<file path="config.mk">
export PLATFORM = sky130hd
export DESIGN_NAME = tgt_ddr_frame_rx
export DESIGN_NICKNAME = d
export VERILOG_FILES = /design/src/rtl/tgt_ddr_frame_rx.sv
export SDC_FILE = /design/constraint.sdc
export NUM_CORES = 1
export LEC_CHECK = 0
export ABC_CLOCK_PERIOD_IN_PS = 2800
export BUFFER_PORTS_ARGS = -buffer_cell sky130_fd_sc_hd__buf_2
export CAP_MARGIN = 20
export CORE_MARGIN = 2
export CORE_UTILIZATION = 25
export DETAILED_ROUTE_END_ITERATION = 8
export MAX_ROUTING_LAYER = met4
export SLEW_MARGIN = 20
export SYNTH_ARGS = -nofsm -noshare
export SYNTH_HDL_FRONTEND = slang
export SYNTH_SLANG_ARGS = --single-unit
</file>
<file path="constraint.sdc">
create_clock -name i_sys_clk -period 2.8 [get_ports i_sys_clk]
set_input_delay 0.56 -clock i_sys_clk [delete_from_list [all_inputs] [get_ports i_sys_clk]]
set_output_delay 0.56 -clock i_sys_clk [all_outputs]
set_load 0.01 [all_outputs]
</file>
<file path="src/rtl/tgt_ddr_frame_rx.sv">
// DDR serial frame receiver: preamble, 16-bit data word and two parity bits
// are sampled on both SCL edges, counted per transfer and reported as pulses.
module tgt_ddr_frame_rx (
   input  logic        i_sys_clk,
   input  logic        i_rst,
   input  logic        i_rx_en,
   input  logic        i_scl,
   input  logic        i_sda,
   input  logic [7:0]  i_exp_frames,
   output logic [15:0] o_word,
   output logic        o_word_valid,
   output logic        o_parity_err,
   output logic        o_pre_err,
   output logic [7:0]  o_frame_cnt,
   output logic        o_last_frame,
   output logic        o_done,
   output logic        o_busy
);

   typedef enum logic [2:0] {IDLE, PRE, DATA, PAR, DONE} state_t;

   state_t      state_q;
   logic        scl_s1, scl_s2, scl_s3, sda_s1, sda_s2;
   logic [4:0]  bit_cnt_q;
   logic [15:0] shift_q;
   logic        pa1_q;
   logic [7:0]  exp_q;
   logic [15:0] word_q;
   logic        valid_q, perr_q, pre_err_q, done_q, last_q;
   logic [7:0]  frame_cnt_q;
   logic        scl_edge;
   logic [7:0]  cnt_d;
   logic        par_bad_d;

   // Idle-high reset keeps the first post-reset cycle edge-free.
   always_ff @(posedge i_sys_clk) begin
      if (i_rst) begin
         scl_s1 <= 1'b1;
         scl_s2 <= 1'b1;
         scl_s3 <= 1'b1;
         sda_s1 <= 1'b1;
         sda_s2 <= 1'b1;
      end else begin
         scl_s1 <= i_scl;
         scl_s2 <= scl_s1;
         scl_s3 <= scl_s2;
         sda_s1 <= i_sda;
         sda_s2 <= sda_s1;
      end
   end

   assign scl_edge  = scl_s2 ^ scl_s3;
   assign cnt_d     = (frame_cnt_q == 8'hFF) ? 8'hFF : frame_cnt_q + 8'd1;
   assign par_bad_d = (pa1_q != ^(shift_q & 16'hAAAA)) ||
                      (sda_s2 != ~^(shift_q & 16'h5555));

   always_ff @(posedge i_sys_clk) begin
      if (i_rst) begin
         state_q     <= IDLE;
         bit_cnt_q   <= 5'd0;
         shift_q     <= 16'h0000;
         pa1_q       <= 1'b0;
         exp_q       <= 8'd0;
         word_q      <= 16'h0000;
         valid_q     <= 1'b0;
         perr_q      <= 1'b0;
         pre_err_q   <= 1'b0;
         done_q      <= 1'b0;
         last_q      <= 1'b0;
         frame_cnt_q <= 8'd0;
      end else begin
         valid_q   <= 1'b0;
         perr_q    <= 1'b0;
         pre_err_q <= 1'b0;
         done_q    <= 1'b0;
         if (!i_rx_en) begin
            state_q   <= IDLE;
            bit_cnt_q <= 5'd0;
            shift_q   <= 16'h0000;
         end else begin
            case (state_q)
               IDLE: begin
                  state_q     <= PRE;
                  bit_cnt_q   <= 5'd0;
                  frame_cnt_q <= 8'd0;
                  last_q      <= 1'b0;
                  exp_q       <= (i_exp_frames == 8'd0) ? 8'd1 : i_exp_frames;
               end
               PRE: if (scl_edge) begin
                  shift_q <= {shift_q[14:0], sda_s2};
                  if (bit_cnt_q == 5'd1) begin
                     bit_cnt_q <= 5'd0;
                     if ({shift_q[0], sda_s2} == 2'b11) begin
                        state_q <= DATA;
                     end else begin
                        pre_err_q <= 1'b1;
                        state_q   <= IDLE;
                     end
                  end else begin
                     bit_cnt_q <= bit_cnt_q + 5'd1;
                  end
               end
               DATA: if (scl_edge) begin
                  shift_q <= {shift_q[14:0], sda_s2};
                  if (bit_cnt_q == 5'd15) begin
                     bit_cnt_q <= 5'd0;
                     state_q   <= PAR;
                  end else begin
                     bit_cnt_q <= bit_cnt_q + 5'd1;
                  end
               end
               PAR: if (scl_edge) begin
                  if (bit_cnt_q == 5'd0) begin
                     pa1_q     <= sda_s2;
                     bit_cnt_q <= 5'd1;
                  end else begin
                     // Word is delivered and counted even with bad parity.
                     bit_cnt_q   <= 5'd0;
                     word_q      <= shift_q;
                     valid_q     <= 1'b1;
                     perr_q      <= par_bad_d;
                     frame_cnt_q <= cnt_d;
                     if (cnt_d == exp_q) begin
                        last_q  <= 1'b1;
                        state_q <= DONE;
                     end else begin
                        state_q <= PRE;
                     end
                  end
               end
               DONE: begin
                  done_q  <= 1'b1;
                  state_q <= IDLE;
               end
               default: state_q <= IDLE;
            endcase
         end
      end
   end

   assign o_word       = word_q;
   assign o_word_valid = valid_q;
   assign o_parity_err = perr_q;
   assign o_pre_err    = pre_err_q;
   assign o_frame_cnt  = frame_cnt_q;
   assign o_last_frame = last_q;
   assign o_done       = done_q;
   assign o_busy       = (state_q != IDLE);

endmodule

</file>
# [Yosys cells after proc, flatten, opt, wreduce, memory -nomap -nowiden]
# Cells that the tools add are included.
# Widths: inputs -> output; s select.
[op_classes] n_mux=28 bitwise_logic=7 eq_ne=18 n_reduce_logical=22 addsub=2
[ops] op="$mux 8" count=4
[ops] op="$mux 5" count=5
[ops] op="$mux 3" count=7
[ops] op="$pmux 5 s4" count=1
[ops] op="$pmux 8 s2" count=1
[ops] op="$reduce_and 4->1" count=4
[ops] op="$reduce_xnor 16->1" count=1
[ops] op="$reduce_xor 16->1" count=1
[ops] op="$ne 2x2->1 const B" count=7
[ops] op="$pmux 3 s4" count=1
[ops] op="$reduce_or 5->1" count=2
[ops] op="$add 8x1->8 const B" count=1
[ops] op="$eq 8x8->1" count=1
[ops] op="$eq 8x8->1 const B" count=1
[ops] op="$logic_not 8->1" count=1
[ops] op="$mux 1" count=7
[ops] op="$eq 3x2->1 const B" count=2
[ops] op="$not 1->1" count=6
[ops] op="$reduce_and 6->1" count=1
[ops] op="$add 5x1->5 const B" count=1
[ops] op="$eq 5x1->1 const B" count=1
[ops] op="$eq 5x4->1 const B" count=1
[ops] op="$logic_not 5->1" count=1
[ops] op="$reduce_and 5->1" count=1
[ops] op="other kinds (15)" count=18
[totals] reg_bits=67

# [Depth between registers and ports, before layout]
[depth] word_depth=7 ltp_mapped=9

# [Worst setup path before layout]
# Ideal clock, no wire load.
[synth_path] path_type="reg2reg" startpoint="reg frame_cnt_q[1], in the netlist o_frame_cnt[1]" endpoint="reg state_q[0]" setup_ns=0.115 path_slack_ns=0.727 path_stages_with_launch=8 t_arrival_ns=1.958 cell_sequence="dfxtp_1 ha_1 or3b_1 a211o_1 a311o_1 o311ai_1 nand3_2 o21a_1"
[synth_via] elab_chain_cells=7 elab_cells_between_ends=8
[synth_rtl] item="start: declaration" line="30" text="logic [7:0] frame_cnt_q;"
[synth_rtl] item="start signal: assignment" line="122" text="frame_cnt_q <= cnt_d;"
[synth_rtl] item="$add 8x1->8 or $eq 8x8->1 (tied branches)" line="53" text="assign cnt_d = (frame_cnt_q == 8'hFF) ? 8'hFF : frame_cnt_q + 8'd1;"
[synth_rtl] item="$mux 8 (*)" line="53"
[synth_rtl] item="$eq 8x8->1 (*)" line="123" text="if (cnt_d == exp_q) begin"
[synth_rtl] item="$mux 3 (*)" line="123"
[synth_rtl] item="$mux 3 (*)" line="113" text="if (bit_cnt_q == 5'd0) begin"
[synth_rtl] item="$mux 3 (*)" line="112" text="PAR: if (scl_edge) begin"
[synth_rtl] item="$pmux 3 s4 (*)" line="81" text="case (state_q)"
[synth_rtl] item="end signal: assignment" line="83" text="state_q <= PRE;"
[synth_rtl] item="end signal: assignment" line="125" text="state_q <= DONE;"
[synth_rtl] item="end signal: assignment" line="127" text="state_q <= PRE;"
[synth_rtl] item="end: declaration" line="22" text="state_t state_q;"
# Mark *: on every way between the ends. The rest lies on a longest branch, timed or not. The select of a mux whose other input is x is not followed.
# A chain may end at the register's enable or synchronous reset.

# [Final worst setup path]
[layout_path] startpoint="reg frame_cnt_q[0], in the netlist o_frame_cnt[0]" endpoint="reg last_q, in the netlist o_last_frame"
[layout_via] elab_chain_cells=5 elab_cells_between_ends=6
[layout_rtl] item="$add 8x1->8 or $eq 8x8->1 (tied branches)" line="53"
[layout_rtl] item="$mux 8 (*)" line="53"
[layout_rtl] item="$eq 8x8->1 (*)" line="123"
[layout_rtl] item="$ne 2x2->1 (no source line) (*)"
[layout_rtl] item="$reduce_and 5->1 (no source line) (*)"
[layout_rtl] item="end signal: assignment" line="69" text="last_q <= 1'b0;"
[layout_rtl] item="end signal: assignment" line="86" text="last_q <= 1'b0;"
[layout_rtl] item="end signal: assignment" line="124" text="last_q <= 1'b1;"
[layout_rtl] item="end: declaration" line="29" text="logic valid_q, perr_q, pre_err_q, done_q, last_q;"
# Mark *: on every way between the ends. The rest lies on a longest branch, timed or not.

==> key figures <==
Routing
  – Highest metal layer used by the detailed router: met4
  – DRC violations left: 0
  – Detailed Route WL: 8.60 mm
  – Total number of vias: 2960
  – Routed wire length on met2: 3.92 mm
  – Count of antenna-violating nets left after detailed routing: 0
  – Wire length per cell after detailed routing: 13.7 um
  – Routed length on met1: around 4.2 mm
  – Wire length on met3: 398 um
  – First drt pass iteration count: 4
  – Detailed-route vias per instance: 4.72
  – Number of DRC markers after the initial detailed-route iteration: 242

Worst hold path
  – Launch instance of the worst min-delay path: i_scl
  – Path class of the lowest-slack min-delay path: input pin to flip-flop

Synth
  – Syn_area_per_cell: 8.18 um2
  – Number of warnings reported in the yosys synthesis log: 0
  – Fraction of the yosys area taken by sequential cells: 39.9%
  – Dominant register cell in the synthesized netlist: sky130_fd_sc_hd__dfxtp_1
  – Synthesized netlist net count: 430
  – Total standard cell area after synthesis: ~3400 um2
  – Number of synthesized flops with an enable pin: 0
  – Async set or reset register ratio after synthesis: 0%
  – Total of flip-flops plus latches after synthesis: between 60 and 70
  – Post-Synthesis Cells: 411
  – Yosys cell types: 61

Global route
  – Wire length of the first global-routing pass: 14.4 mm
  – Largest net degree at the start of global routing: 30
  – Residual overflow from global routing: 0
  – Initial antenna violation count: 0
  – Vias in the first global route: 2896
  – GRT Overall Usage: 12.9%

Place
  – Sum of net half-perimeters after detailed placement: approximately 6 mm
  – Number of buffers added on ports: 42
  – Number of instances in the placed design: 611
  – Final weighted congestion of routability-driven global placement: 0.838
  – Instance area after placement: approximately 3700 um2

Floorplan
  – Site row count: 42
  – Height of the chip: 120 um
  – Full die area: between 10000 and 15000 um2
  – Num ports: 43
  – Effective utilization at floorplan: 25.5%
  – Placeable core region: approximately 13000 um2
  – Horiz. Die Dim: 120 um

Power and ir drop
  – Switching part of the total: 22.3%
  – Design Power: 2340 uW
  – Internal Pwr Total: 1820 uW
  – Peak ir drop on the vdd network: 0.359 mV
  – Net switching power: between 500 and 600 uW
  – Clock network fraction of total power: 52.7%
  – Lkg Pwr: 0.00153 uW
  – Power share of the sequential group: 42.1%
  – Share of power burned in combinational logic: 5.2%
  – Pwr/cell area: 578 nW/um2

Final layout
  – Signed area change from the synthesized netlist to the final layout: 20.4%
  – Number of nets in the layout: 465
  – Commonest non-fill, non-tap cells in the layout: sky130_fd_sc_hd__dfxtp_1 (67), sky130_fd_sc_hd__nand2_1 (64), sky130_fd_sc_hd__a21oi_1 (44)
  – Finished Cell Area: 4050 um2
  – Most common cell after layout, fill and taps aside: sky130_fd_sc_hd__dfxtp_1
  – Share of layout cells above drive strength 1: about 17%
  – Number of cells in the finished layout apart from fillers: 627
  – Diode insertion count for antenna repair: 0

Critical path
  – Largest fanout on the critical path: 13
  – Kind of launch point of the worst setup path: flip-flop
  – Data arrival time of the critical path: 2.76 ns
  – CP startpoint: o_frame_cnt[0]$_SDFFE_PP0P_
  – Reg2Reg Launch Point: o_frame_cnt[0]$_SDFFE_PP0P_
  – Kind of critical path: flip-flop to flip-flop
  – Data required time at the worst endpoint: around 3.1 ns
  – Endpoint class of the critical path: flip-flop

Timing
  – RSZ-0062 raised after global routing: no
  – Number of failing hold endpoints at the final stage: 0
  – Number of pins with negative max-slew slack in the final report: 0
  – Setup total negative slack: 0 ns
  – Max Fclk: between 400 and 500 MHz
  – Maximum clock skew at final layout: between 0.007 and 0.008 ns
  – Tightest Pin Transition: around 0.7 ns
  – Number of failing setup endpoints in the final timing report: 0
  – Worst slew margin relative to its limit: 52.9%
  – Final critical delay including setup and external delays: 2.50 ns
  – Fin crit share: 89.3%

Clock tree
  – CTS clock-pin slew for the worst setup and hold paths: 0.06 ns
  – TritonCTS clock tree: done
  – Post-CTS repair timing setup buffer count: 0
  – Cell chosen for the clock root: sky130_fd_sc_hd__clkbuf_16
  – Worst-skew pair later-pin latency: around 0.33 ns
  – Hold buffer count at CTS: 0
  – Post-cts repair resize count: 0
  – Number of buffers on the longest clock path: 2
  – Total number of clock tree sinks: 67
  – Cts bufs inserted: 9
  – Number of H-tree levels: 3

Run status
  – Result of the run: complete, no violations

Flow run
  – Max Cap Violations: 0
## routing by layer
layer  up-vias  global-route usage, %
met5         -                      -
met4         0                   4.04
met3         6                   4.28
met2        72                   19.2
met1      1385                   16.6
li1       1497                      -
## kinds of logic after synthesis
logic type / count (synthesis) / synth area share [%]
AO/OA/AOI/OAI: 91 / 16.4
XOR/XNOR: 25 / 6.73
adder cells (fa/ha/maj): 6 / 2.23
buffers and inverters: 32 / 4.46
flip-flops: 67 / 39.9
multiplexers: 18 / 5.36
AND/OR/NAND/NOR: 172 / 24.9
## power groups by stage
| stage | registers, uW | logic [uW] | clock network (uW) |
|---|---|---|---|
| 3_3_place_gp | 1010 | 121 | 0 |
| 3_5_place_dp | 1010 | 121 | 0 |
| 4_1_cts | 986 | 122 | 1270 |
| 6_report | 987 | 122 | 1230 |
| 2_1_floorplan | 998 | 92.1 | 0 |
| 5_1_grt | 989 | 136 | 1320 |
## registers in the layout, indices dropped and copies added (netlist names)
| signal | cells |
|---|---|
| o_word | 16 |
| shift_q | 16 |
| exp_q | 8 |
| o_frame_cnt | 8 |
| bit_cnt_q | 5 |
| state_q | 3 |
| o_done | 1 |
| o_last_frame | 1 |
| o_parity_err | 1 |
| o_pre_err | 1 |
| o_word_valid | 1 |
| pa1_q | 1 |
| scl_s1 | 1 |
| scl_s2 | 1 |
| scl_s3 | 1 |
| sda_s1 | 1 |
| sda_s2 | 1 |
## per-stage QoR
step	worst slack, ns	hold WS, ns	util, %
CTS	0.338	0.396	30.7
finish	0.301	0.413	30.7
detailed placement	0.359	0.408	28.2
global route	0.133	0.405	30.7
floorplan	0.727	0.389	-
global placement	0.426	0.396	28.2
## synthesized netlist by cell type (3+ instances only)
master / count / share of area [%]
sky130_fd_sc_hd__a21oi_1: 44 / 6.5
sky130_fd_sc_hd__nor3_1: 5 / 0.74
sky130_fd_sc_hd__nand2_1: 64 / 7.1
sky130_fd_sc_hd__dfxtp_1: 67 / 40
sky130_fd_sc_hd__o21ai_0: 14 / 2.1
sky130_fd_sc_hd__nand4b_1: 3 / 0.78
sky130_fd_sc_hd__clkbuf_1: 8 / 0.89
sky130_fd_sc_hd__buf_2: 15 / 2.2
sky130_fd_sc_hd__mux2i_1: 18 / 5.4
sky130_fd_sc_hd__inv_1: 7 / 0.78
sky130_fd_sc_hd__nand3_1: 10 / 1.5
sky130_fd_sc_hd__nand2b_1: 3 / 0.56
sky130_fd_sc_hd__xor2_1: 7 / 1.8
sky130_fd_sc_hd__or2_2: 5 / 0.93
sky130_fd_sc_hd__xnor2_1: 17 / 4.4
sky130_fd_sc_hd__nor2b_1: 5 / 0.93
sky130_fd_sc_hd__or3_1: 4 / 0.74
sky130_fd_sc_hd__a31oi_1: 4 / 0.74
sky130_fd_sc_hd__ha_1: 6 / 2.2
sky130_fd_sc_hd__or4_1: 3 / 0.67
sky130_fd_sc_hd__and3_1: 5 / 0.93
sky130_fd_sc_hd__nor2_1: 43 / 4.8
sky130_fd_sc_hd__nand3b_1: 3 / 0.67
## area by class of cell
cell class | instances | area [um2]
Multi-Input combinational cell | 312 | 1870
Clock inverter | 6 | 88.8
Tap cell | 176 | 220
Timing Repair Buffer | 49 | 263
Sequential cell | 67 | 1340
Inverter | 7 | 26.3
Clock buffer | 10 | 239
Fill cell | 1392 | 9140
## worst max-delay path, stage by stage, from the launching register on
cell	delay, ns
sky130_fd_sc_hd__dfxtp_1	0.55
sky130_fd_sc_hd__ha_1	0.50
sky130_fd_sc_hd__nand4_1	0.22
sky130_fd_sc_hd__nor2_2	0.35
sky130_fd_sc_hd__nand4_1	0.13
sky130_fd_sc_hd__a31o_2	0.26
sky130_fd_sc_hd__or3_1	0.30
sky130_fd_sc_hd__o22ai_1	0.11
## final timing paths
kind	end	slack (ns)	cells after the start
setup reg to reg	o_last_frame$_SDFFE_PP0P_	0.30	7
hold / removal	scl_s1$_SDFF_PP1_	0.41	2
setup / recovery	o_last_frame$_SDFFE_PP0P_	0.30	7
hold reg to reg	sda_s2$_SDFF_PP1_	0.42	1
(Power assumes the default switching activity.)
